File: src/rtl/alu_pkg.sv
// Shared opcode constants, FSM state type and opcode helpers for the ALU share arbiter.
package alu_pkg;

  localparam int unsigned ALU_W    = 32;
  localparam int unsigned ALU_OP_W = 5;
  localparam int unsigned ALU_SH_W = 5;

  localparam logic [ALU_OP_W-1:0] OP_ADD = 5'b00000;
  localparam logic [ALU_OP_W-1:0] OP_SUB = 5'b00001;
  localparam logic [ALU_OP_W-1:0] OP_AND = 5'b00010;
  localparam logic [ALU_OP_W-1:0] OP_OR  = 5'b00011;
  localparam logic [ALU_OP_W-1:0] OP_SLL = 5'b00100;
  localparam logic [ALU_OP_W-1:0] OP_SRA = 5'b00101;

  typedef enum logic [1:0] {
    IDLE = 2'd0,
    EXEC = 2'd1,
    RESP = 2'd2
  } state_e;

  // True for the six opcodes the ALU implements.
  function automatic logic op_is_legal(input logic [ALU_OP_W-1:0] op);
    return (op == OP_ADD) || (op == OP_SUB) || (op == OP_AND) ||
           (op == OP_OR)  || (op == OP_SLL) || (op == OP_SRA);
  endfunction

  // True for opcodes whose ALU overflow flag is meaningful.
  function automatic logic op_has_ovf(input logic [ALU_OP_W-1:0] op);
    return (op == OP_ADD) || (op == OP_SUB);
  endfunction

endpackage

File: src/rtl/alu_share_arbiter_if.sv
// Request/response handshakes plus the ALU-facing bus of the shared ALU arbiter.
interface alu_share_arbiter_if #(
  parameter int unsigned WIDTH = 32,
  parameter int unsigned OP_W  = 5
);
  localparam int unsigned SH_W = 5;

  logic [1:0]       req_valid;
  logic [1:0]       req_ready;
  logic [OP_W-1:0]  req0_op;
  logic [OP_W-1:0]  req1_op;
  logic [WIDTH-1:0] req0_a;
  logic [WIDTH-1:0] req1_a;
  logic [WIDTH-1:0] req0_b;
  logic [WIDTH-1:0] req1_b;
  logic [SH_W-1:0]  req0_shamt;
  logic [SH_W-1:0]  req1_shamt;

  logic [OP_W-1:0]  alu_op;
  logic [WIDTH-1:0] alu_a;
  logic [WIDTH-1:0] alu_b;
  logic [SH_W-1:0]  alu_shamt;
  logic [WIDTH-1:0] alu_result;
  logic             alu_overflow;

  logic [1:0]       rsp_valid;
  logic [1:0]       rsp_ready;
  logic [WIDTH-1:0] rsp_data;
  logic             rsp_ovf;
  logic             rsp_err;

  // Arbiter side.
  modport slave (
    input  req_valid, req0_op, req1_op, req0_a, req1_a, req0_b, req1_b,
           req0_shamt, req1_shamt, alu_result, alu_overflow, rsp_ready,
    output req_ready, alu_op, alu_a, alu_b, alu_shamt,
           rsp_valid, rsp_data, rsp_ovf, rsp_err
  );

  // Requesters plus ALU side.
  modport master (
    output req_valid, req0_op, req1_op, req0_a, req1_a, req0_b, req1_b,
           req0_shamt, req1_shamt, alu_result, alu_overflow, rsp_ready,
    input  req_ready, alu_op, alu_a, alu_b, alu_shamt,
           rsp_valid, rsp_data, rsp_ovf, rsp_err
  );

endinterface

File: src/rtl/rr_arb2.sv
// Two-way round-robin grant: prio breaks ties, a lone requester always wins.
module rr_arb2 (
  input  logic [1:0] req,
  input  logic       prio,
  output logic [1:0] grant
);

  // One-hot grant from request vector and priority pointer.
  always_comb begin
    grant = 2'b00;
    case (req)
      2'b01:   grant = 2'b01;
      2'b10:   grant = 2'b10;
      2'b11:   grant = prio ? 2'b10 : 2'b01;
      default: grant = 2'b00;
    endcase
  end

endmodule

File: src/rtl/alu_share_arbiter.sv
// Shares one ALU between two requesters: round-robin accept, one EXEC cycle,
// registered result returned over a per-requester valid/ready response.
module alu_share_arbiter
  import alu_pkg::*;
#(
  parameter int unsigned WIDTH = ALU_W,
  parameter int unsigned OP_W  = ALU_OP_W
) (
  input  logic                 clock,
  input  logic                 reset_n,
  alu_share_arbiter_if.slave   bus,
  output logic                 busy
);

  localparam int unsigned SH_W = ALU_SH_W;

  state_e           state_q;
  state_e           state_d;
  logic             prio_q;
  logic             grant_q;
  logic [OP_W-1:0]  op_q;
  logic [WIDTH-1:0] a_q;
  logic [WIDTH-1:0] b_q;
  logic [SH_W-1:0]  shamt_q;
  logic [WIDTH-1:0] data_q;
  logic             ovf_q;
  logic             err_q;

  logic [1:0]       grant_c;
  logic             sel_c;
  logic             legal_c;
  logic             accept_c;
  logic             capture_c;
  logic             done_c;
  logic [OP_W-1:0]  op_sel_c;
  logic [WIDTH-1:0] a_sel_c;
  logic [WIDTH-1:0] b_sel_c;
  logic [SH_W-1:0]  shamt_sel_c;

  rr_arb2 u_arb (
    .req   (bus.req_valid),
    .prio  (prio_q),
    .grant (grant_c)
  );

  // Select the winning requester's payload.
  always_comb begin
    sel_c       = grant_c[1];
    op_sel_c    = sel_c ? bus.req1_op    : bus.req0_op;
    a_sel_c     = sel_c ? bus.req1_a     : bus.req0_a;
    b_sel_c     = sel_c ? bus.req1_b     : bus.req0_b;
    shamt_sel_c = sel_c ? bus.req1_shamt : bus.req0_shamt;
    legal_c     = op_is_legal(ALU_OP_W'(op_sel_c));
  end

  // Next-state and datapath enables.
  always_comb begin
    state_d   = state_q;
    accept_c  = 1'b0;
    capture_c = 1'b0;
    done_c    = 1'b0;
    case (state_q)
      IDLE: begin
        if (grant_c != 2'b00) begin
          accept_c = 1'b1;
          state_d  = legal_c ? EXEC : RESP;
        end
      end
      EXEC: begin
        capture_c = 1'b1;
        state_d   = RESP;
      end
      RESP: begin
        if (bus.rsp_ready[grant_q]) begin
          done_c  = 1'b1;
          state_d = IDLE;
        end
      end
      default: state_d = IDLE;
    endcase
  end

  // State register.
  always_ff @(posedge clock or negedge reset_n) begin
    if (!reset_n) begin
      state_q <= IDLE;
    end else begin
      state_q <= state_d;
    end
  end

  // Operand latch, result capture and round-robin pointer.
  always_ff @(posedge clock or negedge reset_n) begin
    if (!reset_n) begin
      prio_q  <= 1'b0;
      grant_q <= 1'b0;
      op_q    <= '0;
      a_q     <= '0;
      b_q     <= '0;
      shamt_q <= '0;
      data_q  <= '0;
      ovf_q   <= 1'b0;
      err_q   <= 1'b0;
    end else begin
      if (accept_c) begin
        grant_q <= sel_c;
        op_q    <= op_sel_c;
        a_q     <= a_sel_c;
        b_q     <= b_sel_c;
        shamt_q <= shamt_sel_c;
        data_q  <= '0;
        ovf_q   <= 1'b0;
        err_q   <= ~legal_c;
      end
      if (capture_c) begin
        data_q <= bus.alu_result;
        ovf_q  <= op_has_ovf(ALU_OP_W'(op_q)) & bus.alu_overflow;
      end
      if (done_c) begin
        prio_q <= ~grant_q;
      end
    end
  end

  // Output drive; req_ready is the same-cycle accept and is held low in reset.
  always_comb begin
    bus.req_ready = (state_q == IDLE && reset_n) ? grant_c : 2'b00;
    bus.rsp_valid = (state_q == RESP) ? (grant_q ? 2'b10 : 2'b01) : 2'b00;
    bus.rsp_data  = data_q;
    bus.rsp_ovf   = ovf_q;
    bus.rsp_err   = err_q;
    bus.alu_op    = op_q;
    bus.alu_a     = a_q;
    bus.alu_b     = b_q;
    bus.alu_shamt = shamt_q;
    busy          = (state_q != IDLE);
  end

endmodule

File: src/flat_wrapper.sv
// flat-port wrapper written by rule: the top's interface ports become plain ports
module alu_share_arbiter_flat import alu_pkg::*;
#(
  parameter int unsigned WIDTH = ALU_W,
  parameter int unsigned OP_W  = ALU_OP_W
)
  (clock, reset_n, busy, bus_req_valid, bus_req0_op, bus_req1_op, bus_req0_a, bus_req1_a, bus_req0_b, bus_req1_b, bus_req0_shamt, bus_req1_shamt, bus_alu_result, bus_alu_overflow, bus_rsp_ready, bus_req_ready, bus_alu_op, bus_alu_a, bus_alu_b, bus_alu_shamt, bus_rsp_valid, bus_rsp_data, bus_rsp_ovf, bus_rsp_err);
  alu_share_arbiter_if #(.WIDTH(WIDTH), .OP_W(OP_W)) bus_i ();
  input  logic clock;
  input  logic reset_n;
  output logic busy;
  input wire logic [$bits(bus_i.req_valid)-1:0] bus_req_valid;
  input wire logic [$bits(bus_i.req0_op)-1:0] bus_req0_op;
  input wire logic [$bits(bus_i.req1_op)-1:0] bus_req1_op;
  input wire logic [$bits(bus_i.req0_a)-1:0] bus_req0_a;
  input wire logic [$bits(bus_i.req1_a)-1:0] bus_req1_a;
  input wire logic [$bits(bus_i.req0_b)-1:0] bus_req0_b;
  input wire logic [$bits(bus_i.req1_b)-1:0] bus_req1_b;
  input wire logic [$bits(bus_i.req0_shamt)-1:0] bus_req0_shamt;
  input wire logic [$bits(bus_i.req1_shamt)-1:0] bus_req1_shamt;
  input wire logic [$bits(bus_i.alu_result)-1:0] bus_alu_result;
  input wire logic [$bits(bus_i.alu_overflow)-1:0] bus_alu_overflow;
  input wire logic [$bits(bus_i.rsp_ready)-1:0] bus_rsp_ready;
  output wire logic [$bits(bus_i.req_ready)-1:0] bus_req_ready;
  output wire logic [$bits(bus_i.alu_op)-1:0] bus_alu_op;
  output wire logic [$bits(bus_i.alu_a)-1:0] bus_alu_a;
  output wire logic [$bits(bus_i.alu_b)-1:0] bus_alu_b;
  output wire logic [$bits(bus_i.alu_shamt)-1:0] bus_alu_shamt;
  output wire logic [$bits(bus_i.rsp_valid)-1:0] bus_rsp_valid;
  output wire logic [$bits(bus_i.rsp_data)-1:0] bus_rsp_data;
  output wire logic [$bits(bus_i.rsp_ovf)-1:0] bus_rsp_ovf;
  output wire logic [$bits(bus_i.rsp_err)-1:0] bus_rsp_err;
  assign bus_i.req_valid = bus_req_valid;
  assign bus_i.req0_op = bus_req0_op;
  assign bus_i.req1_op = bus_req1_op;
  assign bus_i.req0_a = bus_req0_a;
  assign bus_i.req1_a = bus_req1_a;
  assign bus_i.req0_b = bus_req0_b;
  assign bus_i.req1_b = bus_req1_b;
  assign bus_i.req0_shamt = bus_req0_shamt;
  assign bus_i.req1_shamt = bus_req1_shamt;
  assign bus_i.alu_result = bus_alu_result;
  assign bus_i.alu_overflow = bus_alu_overflow;
  assign bus_i.rsp_ready = bus_rsp_ready;
  assign bus_req_ready = bus_i.req_ready;
  assign bus_alu_op = bus_i.alu_op;
  assign bus_alu_a = bus_i.alu_a;
  assign bus_alu_b = bus_i.alu_b;
  assign bus_alu_shamt = bus_i.alu_shamt;
  assign bus_rsp_valid = bus_i.rsp_valid;
  assign bus_rsp_data = bus_i.rsp_data;
  assign bus_rsp_ovf = bus_i.rsp_ovf;
  assign bus_rsp_err = bus_i.rsp_err;
  alu_share_arbiter #(.WIDTH(WIDTH), .OP_W(OP_W)) u_core (.clock(clock), .reset_n(reset_n), .bus(bus_i), .busy(busy));
endmodule
File: config.mk
export PLATFORM = sky130hd
export DESIGN_NAME = alu_share_arbiter_flat
export DESIGN_NICKNAME = d
export VERILOG_FILES = /design/src/rtl/alu_pkg.sv /design/src/rtl/alu_share_arbiter_if.sv /design/src/rtl/rr_arb2.sv /design/src/rtl/alu_share_arbiter.sv /design/src/flat_wrapper.sv
export SDC_FILE = /design/constraint.sdc
export NUM_CORES = 1
export LEC_CHECK = 0
export ABC_AREA = 0
export CAP_MARGIN = 20
export CELL_PAD_IN_SITES_DETAIL_PLACEMENT = 2
export CELL_PAD_IN_SITES_GLOBAL_PLACEMENT = 2
export CORE_ASPECT_RATIO = 0.75
export CORE_MARGIN = 8
export CORE_UTILIZATION = 19
export DETAILED_ROUTE_END_ITERATION = 12
export GPL_TIMING_DRIVEN = 0
export PLACE_DENSITY_LB_ADDON = 0.12
export RECOVER_POWER = 25
export SLEW_MARGIN = 20
export SYNTH_ARGS = -nofsm -noshare
export SYNTH_HDL_FRONTEND = slang
export SYNTH_SLANG_ARGS = --single-unit
File: constraint.sdc
create_clock -name clock -period 1.55 [get_ports clock]
set_input_delay 0.3875 -clock clock [delete_from_list [all_inputs] [get_ports clock]]
set_output_delay 0.3875 -clock clock [all_outputs]
set_load 0.02 [all_outputs]
==> reports/results.ini, run 1 <==
[synth]
synthArstFlopShare_pct = 100
synthCells = 541
synth_edf_count = 0
synth-seq-cells = 112
synth_nets = 728
ys_warn_count = 0
avgSynthCellArea_um2 = 9.72
synth_seq_area_share_pct = 53.3
synth_flop_cell = dfrtp_1
synthDistinctLibCells = 30
syn_area_um2 = 5260

[worst_setup_path]
crit_top_cell = buf_8
crit_chain = nor2_4 -> buf_8 -> buf_8 -> and3_4 -> buf_6
crit_type = reg2out
path_max_fanout = 5
slowest_stage = dfrtp_1
cp-start-kind = register
worst_ep_required_time_ns = 1.16
cp.arrival_ns = 1.51
max_stage_delay_ns = 0.42
end_kind = primary output
reg2reg_depth = 8

[die]
initial_core_util_pct = 19.4
row_count = 52
core_um2 = 27100
die_h_um = 160
fp.dieArea_um2 = 33300
die_w_um = 208
io_pins = 300

[clock_tree]
cts_num_sinks = 112
clock_insertion_delay_worst_skew_ns = 0.37
clk_pin_slew_ns = 0.08
cts_buffers = 9
htreeDepth = 3
cts_tree = built
root_buffer = clkbuf_16
clockBufferDepth = 2

[sta]
finalClockSkew_ns = 0.0110
min_period_over_period_pct = 122
holdWs_ns = -0.102
tns_ns = -1.32
post-route-min-period_ns = 1.90
slew_headroom_pct = 61.0
hold_viol_final = 43
worst_pin_slew_ns = 0.585
setup_slack_ns = -0.345
maxSlewViolCount = 0
setup_viol = 5
rsz0062_at_grt = yes
max_freq_mhz = 528

[flow_run]
drv_cap = 0

[route]
drt_iter0_drc = 174
dr_total_vias = 6032
firstDrtPassIters = 4
wl_per_cell_um = 24.9
finalWirelength_um = 30900
vias_per_cell = 4.86
route.detailed.drc = 0
ant_nets = 0

[pwr]
p_leak_nw = 4.12
power.total_mw = 18.1
ir_drop_mv = 0.560
p_per_area_nw_per_um2 = 1810

[layout]
multi_input_area_um2 = 2510
layout.cells.non_filler = 1241
syn2layout_area_growth_pct = 90.4
drive_gt1_share_pct = 17.3
regArea_um2 = 2810
final_area_um2 = 10000
fillers = 2924
nets = 1070

[run_status]
violations = negative hold slack, negative setup slack
status = finished, violations left

[global_route]
grt_overflow = 0
grt_use_total_pct = 17.8
grt_max_degree = 46
first_global_vias = 6909
grt_pass1_wl_um = 45800
grt_antenna_before_repair = 3

[placed_design]
routabilityCongestion = 0.770
dp_slack_ns = -1.35
postPlaceCellArea_um2 = 8720
io_buffers = 298
dp_hpwl_um = 22700
place_inst = 1191

[worst_hold_path]
hold_class = in2async

-- synthesized netlist by cell type (2+ instances only) --
library cell,instances,area share (%)
a211o_1,2,0.33
nor2_1,3,0.21
a21oi_1,76,7.2
and3_1,2,0.24
a31oi_1,74,8.8
nor2b_1,3,0.36
inv_2,2,0.14
nand2_1,4,0.29
dfrtp_1,112,53
nand3_1,75,7.1
buf_4,2,0.29
buf_6,11,2.4
o21ai_0,76,7.2
buf_2,21,2.0
clkbuf_1,31,2.2
a22o_1,33,5.5
-- per-layer routing --
| layer | global-route usage, % | routed length [um] | vias up |
|---|---|---|---|
| met1 | 22.8 | 14200 | 3074 |
| li1 | - | - | 2747 |
| met4 | 4.06 | 386 | 4 |
| met5 | 0 | 23 | - |
| met3 | 5.61 | 1910 | 22 |
| met2 | 28.8 | 14400 | 185 |
-- power breakdown --
part | switching [mW] | internal, mW
clock | 1.29 | 1.18
sequential | 0.795 | 4.20
combinational | 5.77 | 4.84
total | 7.86 | 10.2
-- placed cells by master, fill, tap and decap left out, drive strengths merged --
cell and n:
a211o 2, a21oi 76, a22o 33, a31oi 74
a32o 1, a32oi 1, and2 1, and3 2
and4 1, buf 70, bufbuf 1, clkbuf 45
clkdlybuf4s15 16, clkdlybuf4s50 183, clkinv 1, clkinvlp 1
dfrtp 112, diode 2, dlygate4sd2 90, inv 6
mux2i 1, nand2 4, nand2b 1, nand3 75
nor2 4, nor2b 4, nor3 1, nor4 1
o21ai 76, o21bai 2, o2bb2ai 1, o31ai 1
or2 1
-- per-stage QoR --
step / utilization [%] / hold WS (ns)
2_1_floorplan: - / 0.0919
3_3_place_gp: 32.1 / 0.476
3_5_place_dp: 32.2 / 0.345
4_1_cts: 35.1 / -0.104
5_1_grt: 37.0 / -0.0952
6_report: 37.0 / -0.102
-- flip-flops by register name (all words and copies together) (netlist names) --
signal / count
u_core.bus.rsp_data: 32
u_core.grant_q: 1
u_core.bus.alu_shamt: 5
u_core.bus.alu_b: 32
u_core.prio_q: 1
u_core.bus.alu_a: 32
u_core.state_q: 2
u_core.bus.alu_op: 5
u_core.bus.rsp_ovf: 1
u_core.bus.rsp_err: 1
-- path summary, 6_finish.rpt --
check / from / end / slack [ns]
max: u_core.state_q[1]$_DFFE_PN0P_ / bus_req_ready[1] / -0.35
min: reset_n / u_core.bus.rsp_data[17]$_DFFE_PN0P_ / -0.10
max reg2reg: u_core.state_q[1]$_DFFE_PN0P_ / u_core.bus.alu_b[4]$_DFFE_PN0P_ / 0
min reg2reg: u_core.bus.rsp_data[25]$_DFFE_PN0P_ / u_core.bus.rsp_data[25]$_DFFE_PN0P_ / 0.50
max in group asynchronous: reset_n / u_core.state_q[0]$_DFFE_PN0P_ / 0.94
min in group clock: bus_req_valid[1] / u_core.bus.rsp_err$_DFFE_PN0P_ / 0.48
-- cells by family (layout without fill, tap and decap cells) --
group,count (synthesis),in the layout,synth area share [%]
AOI/OAI and AO/OA,266,267,30.1
and+or+nand+nor,95,95,9.36
muxes,1,1,0.190
DFF,112,112,53.3
other,0,2,0
buffers and inverters,67,413,7.00
-- worst max-delay path, delay by kind of cell, from the launching register on --
kind | cells | cell delay, ns
buf+inv | 3 | 0.35
flops | 1 | 0.42
simple gates | 2 | 0.35
-- repair_timing --
action | CTS | global route
hold endpoints to repair | 43 | 43
gates resized for setup | 242 | 87
setup endpoints to repair | 213 | 123
buffers inserted | 21 | 2
cloned | 3 | 9
pin swaps | 3 | 1
-- cell type report --
cell class	count	share of cell area, %
diodes	2	0.0500
plain buffers	64	5.73
clock buffers	10	2.39
clock inverters	6	0.587
inverters	2	0.125
multi-input cells	363	25.0
flip-flops and latches	112	28.0
well taps	351	4.39
repair buffers	331	33.7
(Power assumes the default switching activity.)
==> inputs of run 2 (changes only) <==
--- a/config.mk
+++ b/config.mk
@@ -20,3 +20,4 @@
 export SYNTH_ARGS = -nofsm -noshare
 export SYNTH_HDL_FRONTEND = slang
 export SYNTH_SLANG_ARGS = --single-unit
+export TNS_END_PERCENT = 20
==> run 2 against run 1 <==
Against the previous run: the run still ends with negative hold slack, negative setup slack left; register-to-register slack about the same; die area unchanged; global-route usage about the same; first-iteration DRC count decreased by 9.8%; maximum frequency increased by 0.16%; cell count decreased by 0.56%; combinational power decreased by 8%; critical path type unchanged; core utilization decreased by 1.3 points; critical path depth unchanged; hold slack improved by 0.0040 ns.
==> reports/results.ini, run 2 (same netlist as run 1, synthesis figures left out) <==
[worst_setup_path]
crit_top_cell = buf_8
path_max_fanout = 5
reg2reg_depth = 8
cp-endpoint = bus_req_ready[1]
crit_type = reg2out
cp-start-kind = register
crit_buf_inv = 3
end_kind = primary output
crit_chain = nor2_4 -> buf_8 -> buf_8 -> and3_4 -> buf_6
r2r_slack_ns = 0
slowest_stage = dfrtp_1
rr_startpoint = u_core.state_q[1]$_DFFE_PN0P_
max_stage_delay_ns = 0.42
worst_ep_required_time_ns = 1.16
cp.arrival_ns = 1.50
crit_start = u_core.state_q[1]$_DFFE_PN0P_
crit_cells = 5
crit_family = flip-flops
r2r_end = u_core.bus.alu_b[4]$_DFFE_PN0P_

[placed_design]
io_buffers = 298
postPlaceCellArea_um2 = 8720
dp_hpwl_um = 22700
routabilityCongestion = 0.770
place_inst = 1191

[layout]
final_cell_mix = clkdlybuf4s50_1 (183), dfrtp_1 (110), dlygate4sd2_1 (90)
final_common_cell = clkdlybuf4s50_1
fillers = 2961
final_area_um2 = 9660
layout.cells.non_filler = 1234
drive_gt1_share_pct = 15.1
syn2layout_area_growth_pct = 83.9
nets = 1062

[die]
die_h_um = 160
fp.dieArea_um2 = 33300
row_count = 52
initial_core_util_pct = 19.4
die_w_um = 208
io_pins = 300
core_um2 = 27100

[pwr]
p_per_area_nw_per_um2 = 1780
p_leak_nw = 4.00
ir_drop_mv = 0.547

[route]
finalWirelength_um = 29900
drt_iter0_drc = 157
route.detailed.drc = 0
vias_per_cell = 4.81
wl_per_cell_um = 24.2
ant_nets = 0
firstDrtPassIters = 4
dr_total_vias = 5938

[global_route]
grt_pass1_wl_um = 45700
grt_overflow = 0
grt_antenna_before_repair = 3
grt.busiest_layer = met2
grtUsageMet1_pct = 22.7
grt_use_total_pct = 17.7
first_global_vias = 6907
grt_util_met2_pct = 28.8
grt_max_degree = 46
met3_usage_pct = 5.63

[sta]
setup_slack_ns = -0.342
worst_pin_slew_ns = 0.701
hold_viol_final = 43
setup_viol = 6
rsz0062_at_grt = yes
maxSlewViolCount = 0
min_period_over_period_pct = 122
slew_headroom_pct = 53.3
finalClockSkew_ns = 0.0100
holdWs_ns = -0.0984
post-route-min-period_ns = 1.89
max_freq_mhz = 528

[clock_tree]
cts_tree = built
htreeDepth = 3
clockBufferDepth = 2
cts_buffers = 9
cts_num_sinks = 112
clock_insertion_delay_worst_skew_ns = 0.37
root_buffer = clkbuf_16
clk_pin_slew_ns = 0.08

[run_status]
status = finished, violations left
violations = negative hold slack, negative setup slack

[worst_hold_path]
hold_class = in2async

[flow_run]
drv_cap = 0

==> run 2: changes by cell type in the layout (fill, tap and decap cells not counted), sizes merged <==
cell / delta
o21bai: -1
diode: +1
clkbuf: -2
buf: -5
==> run 2: metal layers <==
metal	vias up	wire, um
li1	2725	-
met1	2993	13700
met2	191	13700
met3	25	1980
met4	4	417
met5	-	23
==> run 2: how the worst min path moves through the flow <==
stage | to | depth (start not counted)
after global placement | u_core.bus.rsp_ovf$_DFFE_PN0P_ | 1
final | u_core.bus.rsp_data[10]$_DFFE_PN0P_ | 1
after detailed placement | u_core.bus.rsp_data[17]$_DFFE_PN0P_ | 1
after global routing | u_core.bus.rsp_data[11]$_DFFE_PN0P_ | 1
after CTS | u_core.bus.rsp_data[17]$_DFFE_PN0P_ | 1
after floorplan | u_core.bus.alu_a[0]$_DFFE_PN0P_ | 0
==> run 2: final cells by class <==
type,instances,area (um^2),area share (%)
antenna,3,7.51,0.0777
buffer,64,529,5.48
clock buffer,10,239,2.47
clock inverter,6,58.8,0.608
inverter,2,12.5,0.129
multi-input combinational,362,2350,24.4
sequential,112,2810,29.0
tap,351,439,4.54
timing repair buffer,324,3220,33.3
==> run 2: power breakdown <==
group          internal [mW]  switching (mW)  leakage (nW)
clock                   1.18            1.28         0.145
combinational           4.28            5.43          2.52
sequential              4.20           0.790          1.34
==> run 2: stage by stage <==
step | power [mW] | util [%] | hold WS, ns | TNS [ns] | worst slack (ns)
2_1_floorplan | 9.21 | - | 0.0919 | 0 | 0.0128
3_3_place_gp | 13.7 | 32.1 | 0.476 | -602.98 | -5.28
3_5_place_dp | 14.0 | 32.2 | 0.345 | -69.36 | -1.35
4_1_cts | 17.0 | 34.9 | -0.104 | -2.64 | -0.373
5_1_grt | 18.3 | 35.7 | -0.0942 | -3.20 | -0.413
6_report | 17.2 | 35.7 | -0.0984 | -1.30 | -0.342
==> run 2: what timing repair did <==
action	4_1_cts	5_1_grt
endpoints found under the hold margin	43	43
pin swaps	3	1
buffers inserted	20	2
endpoints found under the setup margin	213	124
cloned	3	1
resized for setup	234	59
==> run 2: worst reg2reg max path: stages (launching register included) <==
cell and delay, ns:
dfrtp_1 0.42, nor2_4 0.18, buf_6 0.14, inv_6 0.04
nor2_4 0.14, buf_8 0.15, buf_8 0.14, buf_12 0.14
a31oi_2 0.08
==> inputs of run 3 (changes only) <==
--- a/config.mk
+++ b/config.mk
@@ -12,6 +12,7 @@
 export CORE_ASPECT_RATIO = 0.75
 export CORE_MARGIN = 8
 export CORE_UTILIZATION = 19
+export CTS_CLUSTER_SIZE = 10
 export DETAILED_ROUTE_END_ITERATION = 12
 export GPL_TIMING_DRIVEN = 0
 export PLACE_DENSITY_LB_ADDON = 0.12
@@ -20,4 +21,4 @@
 export SYNTH_ARGS = -nofsm -noshare
 export SYNTH_HDL_FRONTEND = slang
 export SYNTH_SLANG_ARGS = --single-unit
-export TNS_END_PERCENT = 20
+export TNS_END_PERCENT = 50
==> run 3 against run 2 <==
Against the previous run: the run still ends with negative hold slack, negative setup slack left; core utilization rose by 0.63 points; critical endpoint unchanged; power is 2.5% higher; non-clock buffer count increased by 1; sequential power is essentially flat.
==> reports/results.ini, run 3 (same netlist as run 1, synthesis figures left out) <==
[sta]
min_period_over_period_pct = 122
holdWs_ns = -0.0978
rsz0062_at_grt = yes
max_freq_mhz = 527
maxSlewViolCount = 0
setup_viol = 20
setup_slack_ns = -0.346
hold_viol_final = 43
finalClockSkew_ns = 0.0107
worst_pin_slew_ns = 0.583
post-route-min-period_ns = 1.90
slew_headroom_pct = 61.2

[worst_setup_path]
cp-start-kind = register
reg2reg_depth = 8
crit_type = reg2out
cp.arrival_ns = 1.51
max_stage_delay_ns = 0.42
crit_chain = nor2_4 -> buf_8 -> buf_8 -> and3_4 -> buf_6
crit_buf_inv = 3
rr_startpoint = u_core.state_q[1]$_DFFE_PN0P_
slowest_stage = dfrtp_1
worst_ep_required_time_ns = 1.16
path_max_fanout = 5
crit_top_cell = buf_8
end_kind = primary output
r2r_slack_ns = -0.02
crit_family = flip-flops
r2r_end = u_core.bus.alu_b[4]$_DFFE_PN0P_

[route]
dr_total_vias = 5977
ant_nets = 0
route.detailed.drc = 0
drt_iter0_drc = 166
finalWirelength_um = 30300
vias_per_cell = 4.84
wl_per_cell_um = 24.6
firstDrtPassIters = 4

[global_route]
grt_antenna_before_repair = 3
first_global_vias = 6905
grt_use_total_pct = 17.7
grt_max_degree = 46
grt_overflow = 0
grt_pass1_wl_um = 45700

[die]
core_um2 = 27100
row_count = 52
die_w_um = 208
die_h_um = 160
fp.dieArea_um2 = 33300
io_pins = 300
initial_core_util_pct = 19.4

[clock_tree]
cts_buffers = 9
clk_pin_slew_ns = 0.08
clock_insertion_delay_worst_skew_ns = 0.38
root_buffer = clkbuf_16
htreeDepth = 3
clockBufferDepth = 2
cts_num_sinks = 112
cts_tree = built

[layout]
final_cell_mix = clkdlybuf4s50_1 (183), dfrtp_1 (110), dlygate4sd2_1 (90)
final_common_cell = clkdlybuf4s50_1
fin_util_pct = 36.3
drive_gt1_share_pct = 16.6
regArea_um2 = 2810
multi_input_area_um2 = 2500
nets = 1063
syn2layout_area_growth_pct = 87.1
fillers = 2940

[worst_hold_path]
hold_class = in2async

[pwr]
ir_drop_mv = 0.553
power.total_mw = 17.6
p_per_area_nw_per_um2 = 1790
p_leak_nw = 4.04

[run_status]
violations = negative hold slack, negative setup slack
status = finished, violations left

[placed_design]
dp_hpwl_um = 22700
io_buffers = 298
routabilityCongestion = 0.770

[flow_run]
drv_cap = 0

==> run 3: layout make-up <==
class                   instances  area share, %
diodes                          2         0.0509
plain buffers                  63           5.22
clock buffers                  10           2.43
clock inverters                 6          0.598
inverters                       2          0.127
multi-input cells             362           25.4
flip-flops and latches        112           28.5
well taps                     351           4.47
repair buffers                326           33.2
==> run 3: power by group <==
group / total [mW] / switching [mW] / internal, mW / leakage (nW)
logic: 10.1 / 5.64 / 4.50 / 2.56
clock network: 2.46 / 1.28 / 1.18 / 0.145
registers: 4.99 / 0.792 / 4.20 / 1.34
==> run 3: worst max path at each step <==
stage | endpoint | depth (start not counted) | from | slack [ns]
3_3_place_gp | bus_req_ready[1] | 3 | reset_n | -5.28
6_report | bus_req_ready[1] | 5 | u_core.state_q[1]$_DFFE_PN0P_ | -0.35
5_1_grt | bus_req_ready[1] | 5 | u_core.state_q[1]$_DFFE_PN0P_ | -0.41
4_1_cts | bus_req_ready[1] | 5 | u_core.state_q[1]$_DFFE_PN0P_ | -0.37
2_1_floorplan | bus_req_ready[1] | 4 | u_core.state_q[0]$_DFFE_PN0P_ | 0.01
3_5_place_dp | bus_req_ready[1] | 6 | bus_req_valid[0] | -1.35
==> run 3: per-stage QoR <==
step                setup TNS [ns]  area [um^2]  worst slack [ns]  instances
floorplan                        0         5270            0.0128        541
global placement           -602.98         8690             -5.28       1190
detailed placement          -69.36         8720             -1.35       1191
CTS                          -2.64         9450            -0.373       1230
global route                 -3.70         9830            -0.413       1233
finish                       -1.45         9830            -0.346       1234
==> run 3: metal layers <==
layer  track usage, %  vias to the layer above  share of wire [%]
met1             22.7                     3043                 46
met3             5.63                       23                6.0
met2             28.8                      185                 47
met5                0                        -              0.076
li1                 -                     2722                  -
met4             4.06                        4                1.3
==> run 3: worst register-to-register path, cell delays in order, from the launching register on <==
cell and delay, ns:
dfrtp_1 0.42, nor2_4 0.19, buf_6 0.14, inv_6 0.04, nor2_4 0.14, buf_8 0.15
buf_8 0.14, buf_12 0.14, a31oi_2 0.08
==> run 3: repair_timing <==
action / in CTS / in global routing
endpoints found under the setup margin: 213 / 124
buffers inserted: 20 / 2
endpoints found under the hold margin: 43 / 43
pin swaps: 3 / 1
resized for setup: 234 / 72
gates cloned: 3 / 4
